--- config.mk ---
export PLATFORM = sky130hd
export DESIGN_NAME = muldiv_unit
export DESIGN_NICKNAME = d
export VERILOG_FILES = /design/src/rtl/muldiv_unit.sv
export SDC_FILE = /design/constraint.sdc
export NUM_CORES = 1
export LEC_CHECK = 0
export BUFFER_PORTS_ARGS = -buffer_cell sky130_fd_sc_hd__buf_4
export CAP_MARGIN = 25
export CORE_MARGIN = 2
export CORE_UTILIZATION = 40
export DETAILED_ROUTE_END_ITERATION = 10
export HOLD_SLACK_MARGIN = 0.1
export MAX_ROUTING_LAYER = met4
export PLACE_DENSITY_LB_ADDON = 0.12
export SYNTH_ARGS = -nofsm -noshare
export SYNTH_HDL_FRONTEND = slang
export SYNTH_SLANG_ARGS = --single-unit
--- constraint.sdc ---
create_clock -name clk_i -period 5.6 [get_ports clk_i]
set_input_delay 0 -clock clk_i [delete_from_list [all_inputs] [get_ports clk_i]]
set_output_delay 0 -clock clk_i [all_outputs]
set_load 0.005 [all_outputs]
--- src/rtl/muldiv_unit.sv ---
// rtl/muldiv_unit.sv - iterative RV32M multiply/divide execution unit
//
// Radix-2 shift-add multiply and restoring divide, one bit per cycle.
// Ports:
//   clk_i     rising-edge clock
//   rst_i     asynchronous active-low reset
//   start_i   accept an operation while idle
//   flush_i   abort the in-flight operation (wins over start_i in idle)
//   op_i      funct3: MUL, MULH, MULHSU, MULHU, DIV, DIVU, REM, REMU
//   rs1_i     operand A (multiplicand / dividend)
//   rs2_i     operand B (multiplier / divisor)
//   busy_o    operation in progress
//   done_o    one-cycle pulse, result_o valid
//   result_o  result, held until the next completion
module muldiv_unit #(
  parameter int XLEN = 32
) (
  input  logic            clk_i,
  input  logic            rst_i,
  input  logic            start_i,
  input  logic            flush_i,
  input  logic [2:0]      op_i,
  input  logic [XLEN-1:0] rs1_i,
  input  logic [XLEN-1:0] rs2_i,
  output logic            busy_o,
  output logic            done_o,
  output logic [XLEN-1:0] result_o
);

  localparam int CW = $clog2(XLEN + 1);
  localparam logic [XLEN-1:0]   MIN_NEG = {1'b1, {(XLEN-1){1'b0}}};
  localparam logic [XLEN-1:0]   ONE     = {{(XLEN-1){1'b0}}, 1'b1};
  localparam logic [2*XLEN-1:0] ONE2    = {{(2*XLEN-1){1'b0}}, 1'b1};

  typedef enum logic [1:0] {IDLE, CALC, FINISH} state_t;

  state_t            state_q, state_d;
  logic [2:0]        op_q;
  // Multiplicand for multiplies, divisor for divides.
  logic [XLEN-1:0]   opnd_q;
  // Multiply: {partial product high, multiplier shifting out}.
  // Divide:   {partial remainder, dividend shifting out / quotient shifting in}.
  logic [2*XLEN-1:0] p_q;
  logic [CW-1:0]     cnt_q;
  logic              neg_q;

  logic              accept, complete;

  // ---------------- operand conditioning at accept ----------------
  logic              is_div, a_signed, b_signed, a_neg, b_neg;
  logic [XLEN-1:0]   a_mag, b_mag;
  logic              div_by_zero, div_ovf, special;
  logic [XLEN-1:0]   special_val;

  always_comb begin
    is_div   = op_i[2];
    a_signed = is_div ? ~op_i[0] : (op_i[1:0] == 2'b01 || op_i[1:0] == 2'b10);
    b_signed = is_div ? ~op_i[0] : (op_i[1:0] == 2'b01);
    a_neg    = a_signed & rs1_i[XLEN-1];
    b_neg    = b_signed & rs2_i[XLEN-1];
    a_mag    = a_neg ? (~rs1_i + ONE) : rs1_i;
    b_mag    = b_neg ? (~rs2_i + ONE) : rs2_i;

    div_by_zero = is_div && (rs2_i == '0);
    div_ovf     = is_div && !op_i[0] && (rs1_i == MIN_NEG) && (rs2_i == '1);
    special     = div_by_zero | div_ovf;
    // op_i[1] distinguishes remainder from quotient among the divide ops.
    if (div_by_zero) special_val = op_i[1] ? rs1_i : '1;
    else             special_val = op_i[1] ? '0    : rs1_i;
  end

  // ---------------- one iteration ----------------
  logic [XLEN:0]     mul_sum, div_shift, div_diff;
  logic [2*XLEN-1:0] mul_next, div_next;

  always_comb begin
    mul_sum  = {1'b0, p_q[2*XLEN-1:XLEN]} + (p_q[0] ? {1'b0, opnd_q} : '0);
    mul_next = {mul_sum, p_q[XLEN-1:1]};

    div_shift = {p_q[2*XLEN-1:XLEN], p_q[XLEN-1]};
    div_diff  = div_shift - {1'b0, opnd_q};
    // A borrow out of the trial subtraction means the divisor did not fit:
    // keep the shifted remainder and shift in a zero quotient bit.
    div_next  = div_diff[XLEN] ? {div_shift[XLEN-1:0], p_q[XLEN-2:0], 1'b0}
                               : {div_diff[XLEN-1:0],  p_q[XLEN-2:0], 1'b1};
  end

  // ---------------- sign correction ----------------
  logic [2*XLEN-1:0] prod;
  logic [XLEN-1:0]   quo_rem, div_res, final_res;

  always_comb begin
    // The whole double-width product is negated so the high half sees the
    // borrow from the low half.
    prod      = neg_q ? (~p_q + ONE2) : p_q;
    quo_rem   = op_q[1] ? p_q[2*XLEN-1:XLEN] : p_q[XLEN-1:0];
    div_res   = neg_q ? (~quo_rem + ONE) : quo_rem;
    if (op_q[2])              final_res = div_res;
    else if (op_q[1:0] == 2'b00) final_res = prod[XLEN-1:0];
    else                      final_res = prod[2*XLEN-1:XLEN];
  end

  // ---------------- control FSM ----------------
  always_ff @(posedge clk_i or negedge rst_i) begin
    if (!rst_i) state_q <= IDLE;
    else        state_q <= state_d;
  end

  always_comb begin
    state_d  = state_q;
    accept   = 1'b0;
    complete = 1'b0;
    case (state_q)
      IDLE: begin
        if (start_i && !flush_i) begin
          accept  = 1'b1;
          state_d = special ? FINISH : CALC;
        end
      end
      CALC: begin
        if (flush_i)                state_d = IDLE;
        else if (cnt_q == CW'(1))   state_d = FINISH;
      end
      FINISH: begin
        state_d  = IDLE;
        complete = !flush_i;
      end
      default: state_d = IDLE;
    endcase
  end

  assign busy_o = (state_q != IDLE);

  // ---------------- datapath ----------------
  always_ff @(posedge clk_i or negedge rst_i) begin
    if (!rst_i) begin
      op_q     <= '0;
      opnd_q   <= '0;
      p_q      <= '0;
      cnt_q    <= '0;
      neg_q    <= 1'b0;
      done_o   <= 1'b0;
      result_o <= '0;
    end else begin
      done_o <= 1'b0;
      if (accept) begin
        op_q  <= op_i;
        cnt_q <= CW'(XLEN);
        if (special) begin
          // Both halves carry the answer so the normal quotient/remainder
          // select in FINISH picks it up unchanged.
          opnd_q <= '0;
          p_q    <= {special_val, special_val};
          neg_q  <= 1'b0;
        end else if (is_div) begin
          opnd_q <= b_mag;
          p_q    <= {{XLEN{1'b0}}, a_mag};
          neg_q  <= op_i[1] ? a_neg : (a_neg ^ b_neg);
        end else begin
          opnd_q <= a_mag;
          p_q    <= {{XLEN{1'b0}}, b_mag};
          neg_q  <= a_neg ^ b_neg;
        end
      end else if (state_q == CALC) begin
        p_q   <= op_q[2] ? div_next : mul_next;
        cnt_q <= cnt_q - CW'(1);
      end
      if (complete) begin
        result_o <= final_res;
        done_o   <= 1'b1;
      end
    end
  end

endmodule

==> key figures <==
Outcome
  – Status: completed

Clocking
  – Skew-Pair Late Insertion Delay: 470 ps
  – Post-CTS sizing: 0
  – Clock Path Buffers: 2
  – Total CTS buffers: 17
  – Htree depth: 4
  – CTS tree: done
  – CTS Sinks: 141
  – Root buf cell: clkbuf_16
  – CTS clk-pin slew, worst paths: 60 ps

Detailed routing
  – DR WL/cell: 24.1 µm
  – Detail Route Antenna Nets: 0
  – Drt initial violations: 1528
  – DR vias/cell: 6.10
  – DR pass1 iterations: 6
  – DRC violations left: 0
  – Total Wirelength: 67.5 mm
  – Total number of vias: 17100

Die
  – Core area: 39600 µm²
  – Initial Util: 40.5%
  – Die Footprint: 41700 µm²
  – Row count: 73
  – IO Pins: 105
  – Width of the die: 204 µm
  – Die H: 204 µm

Synth
  – Most frequent cells after synthesis: nand2_1 (256), nor2_1 (211), o21ai_0 (202)
  – Synth top area cells: dfrtp_1 (22%), o21ai_0 (6.3%), nand2_1 (6.0%)
  – Ys async rst share: 100%
  – Synth cell types: 89
  – Syn Area/Cell: 7.29 µm²
  – Main synth FF type: dfrtp_1
  – Synth Cell Area: 16000 µm²
  – Top-count cell post-synth: nand2_1
  – Share of Yosys cell area claimed by the top area cell type: 22.0%
  – Post-synth EDFFs: 0
  – Sequential area share after synthesis: 22.0%
  – FF+latch count, synth: 141
  – Area leader, netlist: dfrtp_1
  – Mapped Nets: 2345
  – Post-Synthesis Cells: 2200
  – Synth warnings: 0

Layout
  – Final nets: 2404
  – Fraction of layout instances using a drive strength above 1: 10.4%
  – P&R area growth vs syn: 15.2%
  – Final Instance Area: 18500 µm²
  – Ant. Diodes: 0

Worst setup path
  – Reg-to-Reg End: p_q[57]
  – CP startpoint kind: primary input
  – Setup slack, reg-to-reg: 1450 ps
  – Arr. time, crit path: 4640 ps
  – Setup crit end kind: flop
  – Worst reg-to-reg path cell count: 14
  – Reg2reg start: p_q[0]
  – Critical path data required time: 6010 ps
  – Critical Path Fanout Max: 113
  – CP Class: primary input to flop

STA
  – Period utilization: 75.5%
  – Max-slew violations: 0
  – Setup skew after layout: 10.7 ps
  – Final Hold Viols: 0
  – Final setup fails: 0
  – Unrepaired setup endpoints after global routing: no
  – Setup TNS: 0 ps
  – Slew HR: 32.4%
  – Max frequency: 236 MHz
  – Hold_ws: 127 ps
  – Worst Max-Slew Pin Slew: 1010 ps
  – Period minus WS final: 4230 ps

Power and ir drop
  – VDD IR max: 0.234 mV
  – Power Density: 504 nW/µm²
  – Leak: 7.52 nW

Global route
  – Overall routing resource usage: 33.6%
  – Initial antenna violation count: 0
  – Vias in the first global route: 16400
  – Pin count of the biggest net entering global routing: 114
  – Global route overflow: 0
  – First-pass GRT wire length: 103 mm

Min path
  – Worst hold path depth: 5
  – Hold EP: opnd_q[3]
  – Min-delay src: rs2_i[3]
  – Hold WC Path Type: primary input to flop

Placement
  – Final GP Congestion: 0.969
  – # port buffers: 104
  – Hpwl dp: 51.7 mm
  – Placed inst area: 17000 µm²

Flow run
  – MaxCap Viol Count: 0
[where the power goes]
group / total [mW] / internal (mW) / switching [mW]
Sequential: 2.23 / 1.33 / 0.896
Combinational: 5.84 / 2.34 / 3.49
Clock: 1.25 / 0.717 / 0.531
Total: 9.31 / 4.39 / 4.92
[final cells by class]
cell class / instances / area, µm²
timing repair buffer: 228 / 1940
tap: 525 / 657
clock inverter: 12 / 159
inverter: 59 / 221
clock buffer: 20 / 447
fill: 4040 / 21200
multi-input combinational: 1812 / 11500
sequential: 141 / 3530
[worst max path at each step]
| stage | slack, ps | endpoint | from |
|---|---|---|---|
| 6_report | 1370 | opnd_q[4] | op_i[2] |
| 5_1_grt | 1050 | opnd_q[4] | op_i[2] |
| 4_1_cts | 1420 | opnd_q[4] | op_i[2] |
| 3_5_place_dp | 1530 | p_q[57] | p_q[0] |
| 3_3_place_gp | 1640 | p_q[62] | p_q[36] |
| 2_1_floorplan | 1250 | result_o[30] | op_q[1] |
[repair_timing]
action	in CTS	in global routing
buffers inserted	0	0
endpoints found under the setup margin	0	0
endpoints found under the hold margin	111	0
hold buffers	83	0
[registers in the layout (all words and copies together) (netlist names)]
signal    flops
cnt_q         6
done_o        1
neg_q         1
op_q          3
opnd_q       32
p_q          64
result_o     32
state_q       2
[worst max-delay path: stages]
cell	delay (ps)
dlygate4sd3_1	530
buf_4	120
buf_4	750
o21ai_0	200
nand2b_1	410
a21oi_1	260
xor2_1	320
nand2_1	90
o21ai_0	120
dlygate4sd3_1	570
nand2_1	50
dlygate4sd3_1	550
o21ai_0	70
dlygate4sd3_1	560
[per-stage QoR]
stage | util (%) | power [mW] | setup slack [ps] | std cells
6_report | 46.6 | 9.31 | 1370 | 2797
5_1_grt | 46.6 | 10.0 | 1050 | 2797
3_3_place_gp | 42.9 | 7.88 | 1640 | 2680
3_5_place_dp | 42.9 | 7.85 | 1530 | 2680
2_1_floorplan | - | 6.07 | 1250 | 2200
4_1_cts | 46.6 | 9.20 | 1420 | 2795
[cell families after synthesis]
family | after synthesis | share of synthesized area [%]
adder cells (fa/ha/maj) | 79 | 6.18
flip-flops | 141 | 22.0
XOR/XNOR | 204 | 11.1
multiplexers | 74 | 4.67
buffers and inverters | 247 | 6.33
AO/OA/AOI/OAI | 721 | 28.0
AND/OR/NAND/NOR | 734 | 21.7
[placed cells by master, fill, tap and decap left out, types with 6 or more instances in the layout]
cell type,Yosys,final
o32a_1,8,8
xnor2_1,103,101
dfrtp_1,141,138
mux2i_1,67,67
a21oi_1,191,191
xor2_1,101,101
and2_1,7,7
nor4_1,26,26
nand2_1,256,256
dlygate4sd3_1,0,82
or2_2,13,13
o41ai_1,18,18
a31oi_1,20,20
a22oi_1,10,10
mux2_2,7,7
o211ai_1,47,47
o21a_1,7,7
nand3b_1,6,6
nand4_1,28,28
nor2_1,211,209
o31ai_1,37,37
nor2b_1,8,7
clkbuf_16,0,17
o21ai_1,30,30
nand2b_1,22,22
a221oi_1,10,10
o21ai_0,202,202
ha_1,72,72
o22ai_1,19,19
or4_1,13,13
nand3_1,36,36
nor3_1,43,43
inv_1,59,59
or3_1,18,18
a211oi_1,34,34
and3_1,9,9
buf_4,7,142
a21o_1,33,33
[metal layers]
| layer | part of all wire [%] | vias up | wire, µm | GRT usage [%] |
|---|---|---|---|---|
| met3 | 6.9 | 110 | 4670 | 4.58 |
| met2 | 44 | 734 | 29800 | 50.6 |
| li1 | - | 8038 | - | - |
| met1 | 45 | 8178 | 30500 | 45.4 |
| met5 | 0 | - | 0 | - |
| met4 | 3.8 | 0 | 2530 | 13.4 |
No activity file was read; power rests on OpenSTA's default activity.
